`src/rtl/fb_pkg.sv`:
```
// Shared widths, defaults and the per-requester access bundle for the
// frame-buffer port arbiter.
package fb_pkg;

  localparam int FB_COLS_DEF = 336;
  localparam int FB_ROWS_DEF = 256;
  localparam int FB_COL_W    = 9;
  localparam int FB_ROW_W    = 8;
  localparam int FB_DATA_W   = 8;

  typedef struct packed {
    logic                 we;
    logic [FB_COL_W-1:0]  col;
    logic [FB_ROW_W-1:0]  row;
    logic [FB_DATA_W-1:0] wdata;
  } fb_acc_t;

  function automatic logic fb_in_range(input logic [FB_COL_W-1:0] col,
                                       input logic [FB_ROW_W-1:0] row,
                                       input int                  cols,
                                       input int                  rows);
    return (int'(col) < cols) && (int'(row) < rows);
  endfunction

endpackage

```
`src/rtl/fb_rr_pick.sv`:
```
// Combinational requester picker: round-robin from ptr when rr=1,
// otherwise fixed priority with requester 0 highest.
module fb_rr_pick
  import fb_pkg::*;
#(
  parameter int NREQ  = 2,
  parameter int PTR_W = 1
) (
  input  logic [NREQ-1:0]  req,
  input  logic [PTR_W-1:0] ptr,
  input  logic             rr,
  output logic [NREQ-1:0]  win,
  output logic             win_vld
);

  logic [PTR_W-1:0] idx;

  // Scan candidates in priority order and keep the first requesting one.
  always_comb begin
    win     = '0;
    win_vld = 1'b0;
    idx     = '0;
    for (int k = 0; k < NREQ; k++) begin
      idx = rr ? PTR_W'((int'(ptr) + k) % NREQ) : PTR_W'(k);
      if (!win_vld && req[idx]) begin
        win[idx] = 1'b1;
        win_vld  = 1'b1;
      end else begin
        win_vld  = win_vld;
      end
    end
  end

endmodule

```
`src/rtl/fb_port_arbiter.sv`:
```
// Frame-buffer port A arbiter: one access per cycle, registered port drive,
// 2-edge read return. Optional bounds check under FB_ARB_BOUNDS_CHK_EN.
module fb_port_arbiter
  import fb_pkg::*;
#(
  parameter int NREQ    = 2,
  parameter int RR      = 1,
  parameter int FB_COLS = FB_COLS_DEF,
  parameter int FB_ROWS = FB_ROWS_DEF
) (
  input  logic                      clk,
  input  logic                      rst_n,
  input  logic [NREQ-1:0]           req,
  input  logic [NREQ-1:0]           req_we,
  input  logic [NREQ*FB_COL_W-1:0]  req_col,
  input  logic [NREQ*FB_ROW_W-1:0]  req_row,
  input  logic [NREQ*FB_DATA_W-1:0] req_wdata,
  output logic [NREQ-1:0]           gnt,
  output logic [NREQ-1:0]           rvalid,
  output logic [FB_DATA_W-1:0]      rdata,
  output logic                      fb_we,
  output logic [FB_COL_W-1:0]       fb_col,
  output logic [FB_ROW_W-1:0]       fb_row,
  output logic [FB_DATA_W-1:0]      fb_di,
`ifdef FB_ARB_BOUNDS_CHK_EN
  output logic                      oob_err,
`endif
  input  logic [FB_DATA_W-1:0]      fb_do
);

  localparam int PTR_W = (NREQ > 2) ? 2 : 1;

  fb_acc_t          acc [NREQ];
  fb_acc_t          sel;
  logic [NREQ-1:0]  win;
  logic             win_vld;
  logic [PTR_W-1:0] win_idx;
  logic             sel_oob;

  logic [NREQ-1:0]      gnt_q, gnt_d;
  logic [NREQ-1:0]      rpend_q, rpend_d;
  logic [PTR_W-1:0]     ptr_q, ptr_d;
  logic                 gnt_rd_q, gnt_rd_d;
  logic                 gnt_oob_q, gnt_oob_d;
  logic                 rpend_oob_q, rpend_oob_d;
  logic                 fb_we_q, fb_we_d;
  logic [FB_COL_W-1:0]  fb_col_q, fb_col_d;
  logic [FB_ROW_W-1:0]  fb_row_q, fb_row_d;
  logic [FB_DATA_W-1:0] fb_di_q, fb_di_d;
`ifdef FB_ARB_BOUNDS_CHK_EN
  logic                 oob_err_q, oob_err_d;
`endif

  // Unpack the flat request buses into one access bundle per requester.
  always_comb begin
    for (int i = 0; i < NREQ; i++) begin
      acc[i].we    = req_we[i];
      acc[i].col   = req_col[FB_COL_W*i +: FB_COL_W];
      acc[i].row   = req_row[FB_ROW_W*i +: FB_ROW_W];
      acc[i].wdata = req_wdata[FB_DATA_W*i +: FB_DATA_W];
    end
  end

  fb_rr_pick #(
    .NREQ  (NREQ),
    .PTR_W (PTR_W)
  ) u_pick (
    .req     (req),
    .ptr     (ptr_q),
    .rr      (RR != 0),
    .win     (win),
    .win_vld (win_vld)
  );

  // Convert the one-hot winner into an index and select its bundle.
  always_comb begin
    win_idx = '0;
    for (int i = 0; i < NREQ; i++) begin
      win_idx = win[i] ? PTR_W'(i) : win_idx;
    end
    sel = acc[win_idx];
`ifdef FB_ARB_BOUNDS_CHK_EN
    sel_oob = !fb_in_range(sel.col, sel.row, FB_COLS, FB_ROWS);
`else
    sel_oob = 1'b0;
`endif
  end

  // Next-state: port drive, RR pointer and the read-return pipeline.
  always_comb begin
    gnt_d       = win;
    ptr_d       = ptr_q;
    fb_we_d     = 1'b0;
    fb_col_d    = fb_col_q;
    fb_row_d    = fb_row_q;
    fb_di_d     = fb_di_q;
    gnt_rd_d    = 1'b0;
    gnt_oob_d   = 1'b0;
    rpend_d     = gnt_rd_q ? gnt_q : '0;
    rpend_oob_d = gnt_rd_q & gnt_oob_q;
`ifdef FB_ARB_BOUNDS_CHK_EN
    oob_err_d   = oob_err_q;
`endif
    if (win_vld) begin
      fb_we_d   = sel.we & ~sel_oob;
      fb_col_d  = sel.col;
      fb_row_d  = sel.row;
      fb_di_d   = sel.wdata;
      gnt_rd_d  = ~sel.we;
      gnt_oob_d = sel_oob;
      ptr_d     = (int'(win_idx) == NREQ - 1) ? '0 : win_idx + PTR_W'(1);
`ifdef FB_ARB_BOUNDS_CHK_EN
      oob_err_d = oob_err_q | sel_oob;
`endif
    end else begin
      ptr_d     = ptr_q;
    end
  end

  // State registers; reset drops any read in flight.
  always_ff @(posedge clk or negedge rst_n) begin
    if (!rst_n) begin
      gnt_q       <= '0;
      rpend_q     <= '0;
      ptr_q       <= '0;
      gnt_rd_q    <= 1'b0;
      gnt_oob_q   <= 1'b0;
      rpend_oob_q <= 1'b0;
      fb_we_q     <= 1'b0;
      fb_col_q    <= '0;
      fb_row_q    <= '0;
      fb_di_q     <= '0;
`ifdef FB_ARB_BOUNDS_CHK_EN
      oob_err_q   <= 1'b0;
`endif
    end else begin
      gnt_q       <= gnt_d;
      rpend_q     <= rpend_d;
      ptr_q       <= ptr_d;
      gnt_rd_q    <= gnt_rd_d;
      gnt_oob_q   <= gnt_oob_d;
      rpend_oob_q <= rpend_oob_d;
      fb_we_q     <= fb_we_d;
      fb_col_q    <= fb_col_d;
      fb_row_q    <= fb_row_d;
      fb_di_q     <= fb_di_d;
`ifdef FB_ARB_BOUNDS_CHK_EN
      oob_err_q   <= oob_err_d;
`endif
    end
  end

  assign gnt    = gnt_q;
  assign rvalid = rpend_q;
  assign fb_we  = fb_we_q;
  assign fb_col = fb_col_q;
  assign fb_row = fb_row_q;
  assign fb_di  = fb_di_q;
  // Out-of-range reads return zero instead of whatever the memory produced.
  assign rdata  = rpend_oob_q ? 8'h00 : fb_do;
`ifdef FB_ARB_BOUNDS_CHK_EN
  assign oob_err = oob_err_q;
`endif

endmodule

```
`config.mk`:
```
export PLATFORM = sky130hd
export DESIGN_NAME = fb_port_arbiter
export DESIGN_NICKNAME = d
export VERILOG_FILES = /design/src/rtl/fb_pkg.sv /design/src/rtl/fb_rr_pick.sv /design/src/rtl/fb_port_arbiter.sv
export SDC_FILE = /design/constraint.sdc
export NUM_CORES = 1
export LEC_CHECK = 0
export ABC_AREA = 1
export BUFFER_PORTS_ARGS = -buffer_cell sky130_fd_sc_hd__buf_2
export CELL_PAD_IN_SITES_DETAIL_PLACEMENT = 0
export CELL_PAD_IN_SITES_GLOBAL_PLACEMENT = 2
export CORE_MARGIN = 8
export CORE_UTILIZATION = 22
export CTS_CLUSTER_DIAMETER = 200
export DETAILED_ROUTE_END_ITERATION = 10
export PLACE_DENSITY_LB_ADDON = 0.1
export SLEW_MARGIN = 20
export SYNTH_ARGS = -nofsm -noshare
export SYNTH_HDL_FRONTEND = slang
export SYNTH_SLANG_ARGS = --single-unit
```
`constraint.sdc`:
```
create_clock -name clk -period 1.22 [get_ports clk]
set_input_delay 0.122 -clock clk [delete_from_list [all_inputs] [get_ports clk]]
set_output_delay 0.122 -clock clk [all_outputs]
set_load 0.02 [all_outputs]
```
* Word level (Yosys, flattened, before mapping)
Cells that the tools add are included.
Operators by class: mux-type cells 20, $add $sub $neg 2, reduce and logical (&&, ||, !) cells 4, bitwise operators 3, order comparisons 5
Operators by type and width (number):
- 26-bit two-way mux | 3
- 1-bit two-way mux | 12
- 2-bit two-way mux | 3
- 1-bit by 2-bit < comparator with 1-bit output, second input constant | 2
- 1-bit logical AND | 3
- 1-bit adder, second input constant | 2
- 1-bit demux with 1-bit select | 2
- 1-bit >= comparator, second input constant | 2
- 2-bit >= comparator, second input constant | 1
- 1-bit NOT with 2-bit output | 1
- 2-bit OR | 1
- 1-bit logical NOT | 1
- 1-bit NOT | 1
Word-level totals: word-level logic and storage cells 42, register bits after elaboration 32, input bits 64, output and inout port bits 38

* Longest topological paths before layout
Gate-level depths: netlist of run 1.
word-level depth 14, depth in mapped cells 7

* By module
From an unflattened synthesis of run 1, not the netlist that was laid out.
Unflattened totals: cell total of the unflattened synthesis 246, area total of the unflattened synthesis 1727.9 um^2
By module, submodules not included:
- fb_port_arbiter | times used 1, area each 1700.4 um^2, cells an instance 240
- fb_rr_pick | times used 1, area each 27.5 um^2, cells an instance 6

* Worst setup path after synthesis of run 1
No wires, ideal clock.
path type reg2reg, start register ptr_q, end register fb_col_q[0], in the netlist fb_col[0], setup time 0.116 ns, clock period less this slack 1.013 ns, data arrival time 0.897 ns, path slack 0.207 ns, stages on the path, launching flop included 8, cells stage by stage dfrtp_1 inv_2 nand2_8 nand2_4 buf_6 nand2_1 nand2_1 nand2_1
On the way: longest elaborated chain between the ends 12, elaborated cells between the ends (all ways) 27
RTL lines:
- start, declared | line fb_port_arbiter.sv:42 | logic [PTR_W-1:0] ptr_q, ptr_d;
- start signal, assigned | line fb_port_arbiter.sv:139 | ptr_q <= ptr_d;
- 1-bit adder, or another cell as far along | line fb_rr_pick.sv:24 | idx = rr ? PTR_W'((int'(ptr) + k) % NREQ) : PTR_W'(k);
- 1-bit by 2-bit < comparator with 1-bit output (not written as such), or another cell as far along | line fb_rr_pick.sv:26 | win[idx] = 1'b1;
- 1-bit logical AND (not written as such) / 1-bit two-way mux (equally long branches) | line fb_rr_pick.sv:26
- 1-bit two-way mux (not written as such) / 1-bit demux with 1-bit select (equally long branches)
- 1-bit demux with 1-bit select / 2-bit two-way mux (equally long branches)
- 2-bit OR (no line)
- 2-bit two-way mux | line fb_rr_pick.sv:25 | if (!win_vld && req[idx]) begin
- 1-bit two-way mux | line fb_port_arbiter.sv:79 | win_idx = win[i] ? PTR_W'(i) : win_idx;
- 1-bit NOT with 2-bit output (not written as such) | line fb_port_arbiter.sv:81 | sel = acc[win_idx];
- 26-bit two-way mux (not written as such) (3 in a row) | line fb_port_arbiter.sv:81
- end signal, assigned | line fb_port_arbiter.sv:144 | fb_col_q <= fb_col_d;
- end, declared | line fb_port_arbiter.sv:47 | logic [FB_COL_W-1:0] fb_col_q, fb_col_d;
Several ways; a longest one is shown, not always the timed one. The select of a mux whose other input is x is not followed. A chain may end at the register's enable or synchronous reset.

* Worst setup path in the final report of run 1
start register ptr_q, end register fb_col_q[7], in the netlist fb_col[7]
The elaborated chain is that of the path after synthesis.

==> flow_summary.json, run 1 <==
{
  "ys_ff_latch": 32,
  "cts.clk_slew.worst_paths_ns": 0.07,
  "vias": 1626,
  "cpMostUsedCell": "nand2_1",
  "hold_path.class": "in2reg",
  "synth_cell_types": 16,
  "placed_cell_area_mm2": 0.00222,
  "wire_per_inst_um": 14.1,
  "drv_slew": 0,
  "drt_iter0_markers": 33,
  "peakVddDrop_v": 0.000405,
  "cts.root.buffer_cell": "clkbuf_8",
  "slowest_stage": "dfrtp_1",
  "worstMarginPinSlew_ns": 0.390,
  "multiInputGateArea_um2": 761,
  "setup_violations": 0,
  "fill_cells": 882,
  "rows": 32,
  "synthCells": 226,
  "cts.sinks": 32,
  "tns_ns": 0,
  "synth_seq_area_share_pct": 45.4,
  "path_class": "reg2reg",
  "ios": 102,
  "worst_setup_path_end_kind": "register",
  "syn_area_per_cell_um2": 7.80,
  "die_w_um": 106,
  "synth_area_mm2": 0.00176,
  "yosys.area.top_type": "dfrtp_1",
  "clock_path_buffers": 2,
  "yosysWarnings": 0,
  "n_antenna_cell": 0,
  "synth_nets": 290,
  "outcome": "completed",
  "slew_headroom_pct": 74.0,
  "hold_viol": 0,
  "fin_skew_ns": 0.00339,
  "fin_crit_sh_pct": 89.2,
  "grt_use_total_pct": 10.7,
  "cts.htree.levels": 2,
  "fin_util_pct": 30.2,
  "fin_area_mm2": 0.00233,
  "fmax_mhz": 919,
  "port_buffers": 85,
  "regArea_um2": 801,
  "crit_chain": "inv_2 -> nand2_8 -> buf_6 -> nand3b_1 -> nand2_1 -> nand2_1",
  "grt_max_degree": 29,
  "drtAntennaViolNets": 0,
  "antenna_found_initial": 0,
  "drc": 0,
  "rsz0062_at_grt": "false",
  "first_pass_iters": 4,
  "area.growth.synth_to_final_pct": 32.4,
  "avgViaCountPerCell": 3.97,
  "dieArea_mm2": 0.0111,
  "grt_pass1_wl_mm": 9.48,
  "grt_remaining_overflow": 0,
  "coreArea_mm2": 0.00773,
  "cts-buffers-inserted": 5,
  "cp_max_fo": 18,
  "drv_cap": 0,
  "crit_buf_inv": 2,
  "start_kind": "register",
  "hpwl_mm": 4.37,
  "synthTopCellsByArea": "dfrtp_1 45%, nand2_1 28%, nand3b_1 11%",
  "crit_required_ns": 1.39,
  "cts_tree": "yes",
  "p_leak_nw": 1.32,
  "slowest_delay_ns": 0.36,
  "drive_gt1_share_pct": 35.1,
  "initial_core_util_pct": 22.8,
  "cp.arrival_ns": 1.26,
  "crit_family": "flip-flops",
  "clk_latency_ns": 0.28,
  "wirelength_mm": 5.77,
  "nNetsFinal": 372,
  "die_height_um": 106,
  "grt_pass1_vias": 1846,
  "synth_top_cell_area_share_pct": 45.4,
  "globalplace.congestion": 0.670,
  "power_density_mw_per_mm2": 1240,
  "fin_crit_ns": 1.09
}
-- tightest hold or removal path: stages --
cell,delay [ns]
buf_2,0.09
nand2_1,0.05
nand2_1,0.05
nor2_1,0.03
-- synthesized netlist by cell type (all sizes together) --
| cell | instances |
|---|---|
| nand2 | 134 |
| dfrtp | 32 |
| nand3b | 25 |
| buf | 19 |
| inv | 8 |
| nor2 | 4 |
| nand3 | 2 |
| a21oi | 1 |
| clkbuf | 1 |
-- power breakdown --
part | leakage, nW | internal (mW) | switching, mW
registers | 0.377 | 1.19 | 0.0684
logic | 0.893 | 0.287 | 0.484
clock network | 0.0503 | 0.502 | 0.369
-- sequential cells by signal (all words and copies together) (netlist names) --
register / count
fb_col: 9
fb_di: 8
fb_row: 8
fb_we: 1
gnt: 2
gnt_rd_q: 1
ptr_q: 1
rvalid: 2
-- path summary, 6_finish.rpt --
path	from	end	slack, ns	cells past startpoint
setup / recovery	ptr_q	fb_col[7]	0.13	6
hold / removal	req_we[0]	gnt_rd_q	0.09	4
setup reg to reg	ptr_q	fb_col[7]	0.13	6
hold reg to reg	gnt_rd_q	rvalid[1]	0.46	2
max in group asynchronous	rst_n	fb_col[8]	0.50	3
min in group asynchronous	rst_n	fb_col[7]	0.30	2
-- layer usage --
metal  global-route usage, %  routed length, um  share of wire (%)  vias up
li1                        -                  -                  -      844
met1                    12.7               2550                 44      723
met2                    18.2               2860                 50       53
met3                    3.17                297                5.1        6
met4                    3.52                 60                1.0        0
met5                       0                  0                  0        -
-- timing repair --
action	CTS	global route
setup buffers	0	0
resized for setup	0	2
endpoints found under the hold margin	15	0
hold buffers	1	0
endpoints found under the setup margin	0	27
-- stage by stage --
stage	total power, mW	cells	hold slack [ns]	worst slack (ns)
finish	2.90	410	0.0918	0.132
global route	3.11	410	0.111	0.00201
CTS	2.98	410	0.0902	0.0226
detailed placement	2.07	402	0.0739	0.0314
global placement	2.06	402	0.0775	0.0471
floorplan	1.78	226	-0.174	0.207
-- layout by cell type (no fill, tap or decap), drive strengths merged --
master and n:
nand3b 25, buf 94, nand2 134, nor2 4, inv 8, clkbuf 7, a21oi 1, dlygate4sd3 1
nand3 2, dfrtp 32
-- kinds of logic (layout without fill, tap and decap cells) --
group	Yosys count	after routing	share of synthesized area, %
compound gates	1	1	0.284
flops	32	32	45.4
buf+inv	28	110	11.9
simple gates	165	165	42.4
-- final cells by class --
| class | instances | area share [%] |
|---|---|---|
| inverters | 8 | 1.29 |
| repair buffers | 95 | 22.2 |
| clock buffers | 7 | 4.13 |
| well taps | 102 | 5.47 |
| flip-flops and latches | 32 | 34.3 |
| multi-input cells | 166 | 32.6 |
No activity file was read; power rests on OpenSTA's default activity.
==> run 2: changes to the inputs <==
CORE_UTILIZATION = 24   (was 22)
clock period = 1.4 ns   (was 1.22 ns; I/O delays follow)
==> flow_summary.json, run 2 (synthesized netlist as in run 1, its figures left out) <==
{
  "coreArea_mm2": 0.00718,
  "path_class": "reg2reg",
  "crit_chain": "inv_2 -> nand2_8 -> nand2_4 -> nand2_1 -> nand2_1 -> nand2_1",
  "cp_max_fo": 28,
  "hold_end": "gnt_rd_q",
  "first_pass_iters": 4,
  "fin_crit_ns": 1.20,
  "rsz0062_at_grt": "false",
  "cp.depth": 6,
  "worst_setup_path_end_kind": "register",
  "cts_tree": "yes",
  "dieArea_mm2": 0.0103,
  "n_antenna_cell": 0,
  "port_buffers": 85,
  "rr_startpoint": "ptr_q",
  "cts.sinks": 32,
  "avgViaCountPerCell": 4.05,
  "vias": 1649,
  "wire_per_inst_um": 14.5,
  "r2r_slack_ns": 0.20,
  "slowest_delay_ns": 0.39,
  "instances_no_fill": 407,
  "most-common-layout-cells": "132 x nand2_1, 85 x buf_2, 32 x dfrtp_1",
  "cts-buffers-inserted": 5,
  "postLayoutSetupSlackWorst_ns": 0.202,
  "ios": 102,
  "drv_cap": 0,
  "wirelength_mm": 5.91,
  "fin_util_pct": 32.1,
  "tns_ns": 0,
  "peakVddDrop_v": 0.000305,
  "final_common_cell": "nand2_1",
  "grt_max_degree": 29,
  "fmax_mhz": 835,
  "outcome": "completed",
  "fill_cells": 841,
  "holdCritStartpoint": "req_we[0]",
  "slew_headroom_pct": 60.6,
  "hold_depth": 4,
  "placed_cell_area_mm2": 0.00220,
  "worst_r2r_endpoint": "fb_col[8]",
  "antenna_found_initial": 0,
  "p_total_mw": 2.54,
  "rows": 31,
  "crit_buf_inv": 1,
  "grt_pass1_vias": 1800,
  "worstMarginPinSlew_ns": 0.591,
  "setup_violations": 0,
  "grt_remaining_overflow": 0,
  "cpMostUsedCell": "nand2_1",
  "die_height_um": 102,
  "cts.root.buffer_cell": "clkbuf_8",
  "cts_resized": 0,
  "cp.arrival_ns": 1.37,
  "cts.clk_slew.worst_paths_ns": 0.07,
  "drt_iter0_markers": 41,
  "dp.cells": 399,
  "place_ws_ns": 0.184,
  "crit_family": "simple AND/OR/NAND/NOR gates",
  "fin_skew_ns": 0.00702,
  "p_leak_nw": 1.31,
  "clk_latency_ns": 0.28,
  "reg2regPathDepth": 6,
  "die_w_um": 102,
  "slowest_stage": "dfrtp_1",
  "grt_use_total_pct": 11.8,
  "whs_ns": 0.112,
  "drv_slew": 0,
  "fin_crit_sh_pct": 85.6,
  "crit_required_ns": 1.57,
  "cts.htree.levels": 2,
  "drive_gt1_share_pct": 35.1,
  "drc": 0,
  "hold_path.class": "in2reg",
  "grt_pass1_wl_mm": 9.38,
  "largest_reg_flops": 9,
  "start_kind": "register",
  "clock_path_buffers": 2,
  "drtAntennaViolNets": 0,
  "hold_viol": 0,
  "hpwl_mm": 4.33,
  "area.growth.synth_to_final_pct": 30.8,
  "fin_area_mm2": 0.00231,
  "initial_core_util_pct": 24.6,
  "nNetsFinal": 372,
  "power_density_mw_per_mm2": 1100,
  "globalplace.congestion": 0.685
}
-- run 2: cell counts in the layout (fill, tap and decap cells not counted) --
No cell type changed its count.
-- run 2: final cells by class --
cell class | instances | area [um2] | share of cell area, %
sequential | 32 | 801 | 34.7
multi-input combinational | 166 | 752 | 32.6
timing repair buffer | 95 | 503 | 21.8
tap | 99 | 124 | 5.37
clock buffer | 7 | 96.3 | 4.18
inverter | 8 | 30.0 | 1.30
-- run 2: how the worst max path moves through the flow --
| stage | startpoint | end | slack [ns] |
|---|---|---|---|
| after floorplan | ptr_q | fb_col[0] | 0.39 |
| after global routing | ptr_q | fb_di[0] | 0.04 |
| final | ptr_q | fb_col[8] | 0.20 |
| after global placement | ptr_q | fb_col[0] | 0.21 |
| after detailed placement | ptr_q | fb_col[8] | 0.18 |
| after CTS | ptr_q | fb_col[8] | 0.17 |
-- run 2: report_power, final --
group / switching, mW / leakage, nW / internal (mW)
Sequential: 0.0574 / 0.377 / 1.04
Combinational: 0.420 / 0.887 / 0.243
Clock: 0.343 / 0.0503 / 0.438
-- run 2: worst reg2reg max path, stage by stage (launching register included) --
cell and delay, ns:
dfrtp_1 0.39, inv_2 0.10, nand2_8 0.10, nand2_4 0.28
nand2_1 0.10, nand2_1 0.07, nand2_1 0.05
-- run 2: routing by layer --
| layer | wire, um | share of wire (%) | track usage [%] | vias to the layer above |
|---|---|---|---|---|
| met5 | 0 | 0 | 0 | - |
| met4 | 82 | 1.4 | 4.47 | 0 |
| met3 | 409 | 6.9 | 4.05 | 6 |
| met2 | 2840 | 48 | 19.5 | 58 |
| met1 | 2580 | 44 | 13.8 | 740 |
| li1 | - | - | - | 845 |
-- run 2: timing repair --
action,4_1_cts,5_1_grt
hold endpoints to repair,20,0
setup buffers,0,0
hold buffers,1,0
==> run 3: changes to the inputs <==
CORE_MARGIN = 5   (was 8)
SKIP_CTS_REPAIR_TIMING = 1   (was unset)
==> flow_summary.json, run 3 (synthesized netlist as in run 1, its figures left out) <==
{
  "outcome": "completed",
  "worst_setup_path_end_kind": "register",
  "fin_skew_ns": 0.00463,
  "grtUsageMet3_pct": 3.13,
  "die_height_um": 95.7,
  "drv_slew": 0,
  "vias": 1641,
  "grt_pass1_vias": 1842,
  "worstMarginPinSlew_ns": 0.373,
  "final_common_cell": "nand2_1",
  "drc": 0,
  "drv_cap": 0,
  "rr_startpoint": "ptr_q",
  "most-common-layout-cells": "132 x nand2_1, 85 x buf_2, 32 x dfrtp_1",
  "setup_violations": 0,
  "p_leak_nw": 1.31,
  "place_ws_ns": 0.163,
  "n_antenna_cell": 0,
  "clk_latency_ns": 0.28,
  "area.growth.synth_to_final_pct": 30.7,
  "grt_util_met1_pct": 15.9,
  "grt_use_total_pct": 12.8,
  "ios": 102,
  "cts_tree": "yes",
  "hold_path.class": "in2reg",
  "cts.root.buffer_cell": "clkbuf_8",
  "antenna_found_initial": 0,
  "power_density_mw_per_mm2": 1060,
  "die_w_um": 95.7,
  "drive_gt1_share_pct": 34.5,
  "multiInputGateArea_um2": 752,
  "coreArea_mm2": 0.00721,
  "hold_viol": 0,
  "rsz0062_at_grt": "false",
  "postLayoutSetupSlackWorst_ns": 0.189,
  "dieArea_mm2": 0.00916,
  "cp.arrival_ns": 1.39,
  "path_class": "reg2reg",
  "wire_per_inst_um": 13.3,
  "hold_depth": 4,
  "start_kind": "register",
  "cp_max_fo": 28,
  "fin_crit_sh_pct": 86.5,
  "largest_reg_flops": 9,
  "cts-buffers-inserted": 5,
  "regArea_um2": 801,
  "hpwl_mm": 3.99,
  "tns_ns": 0,
  "first_pass_iters": 4,
  "worstSetupStartpoint": "ptr_q",
  "gr-usage-met2_pct": 21.5,
  "grt_remaining_overflow": 0,
  "grt_max_degree": 29,
  "avgViaCountPerCell": 4.04,
  "holdCritStartpoint": "req_we[0]",
  "rows": 31,
  "cts.sinks": 32,
  "wirelength_mm": 5.39,
  "clock_path_buffers": 2,
  "crit_required_ns": 1.58,
  "drt_iter0_markers": 84,
  "fin_crit_ns": 1.21,
  "p_total_mw": 2.44,
  "port_buffers": 85,
  "peakVddDrop_v": 0.000303,
  "cts.htree.levels": 2,
  "grt_pass1_wl_mm": 9.00,
  "fin_util_pct": 31.9,
  "busiest_layer": "met2",
  "nNetsFinal": 371,
  "reg2regPathDepth": 6,
  "globalplace.congestion": 0.715,
  "initial_core_util_pct": 24.4,
  "slew_headroom_pct": 75.1,
  "fmax_mhz": 826,
  "drtAntennaViolNets": 0,
  "fill_cells": 838,
  "cts.clk_slew.worst_paths_ns": 0.07,
  "whs_ns": 0.101
}
[run 3: layer usage]
| metal | up-vias | wire (um) |
|---|---|---|
| li1 | 843 | - |
| met1 | 741 | 2440 |
| met2 | 50 | 2520 |
| met3 | 7 | 337 |
| met4 | 0 | 89 |
| met5 | - | 0 |
[run 3: final timing paths]
| path | end | slack, ns |
|---|---|---|
| max | fb_col[5] | 0.19 |
| min | gnt_rd_q | 0.10 |
| max reg2reg | fb_col[5] | 0.19 |
| min reg2reg | rvalid[1] | 0.46 |
| max in group asynchronous | fb_row[3] | 0.66 |
| min in group asynchronous | fb_col[7] | 0.30 |
[run 3: layout make-up]
type                    count  area share, %
well taps                  99           5.37
clock buffers               6           3.15
clock inverters             1          0.217
inverters                   8           1.30
multi-input cells         166           32.6
flip-flops and latches     32           34.7
repair buffers             94           22.6
[run 3: power breakdown]
group	internal (mW)	total, mW	switching [mW]
Combinational	0.249	0.664	0.416
Clock	0.338	0.675	0.338
Sequential	1.04	1.10	0.0606
Total	1.62	2.44	0.814
[run 3: critical path, stage by stage, from the launching register on]
cell and delay [ns]:
dfrtp_1 0.39, inv_2 0.10, nand2_8 0.11, nand2_4 0.29
nand2_1 0.10, nand2_1 0.08, nand2_1 0.04
[run 3: stage by stage]
step	instances	instance area, um2
4_1_cts	405	2290
5_1_grt	406	2300
3_3_place_gp	398	2220
6_report	406	2300
2_1_floorplan	226	1760
3_5_place_dp	398	2220
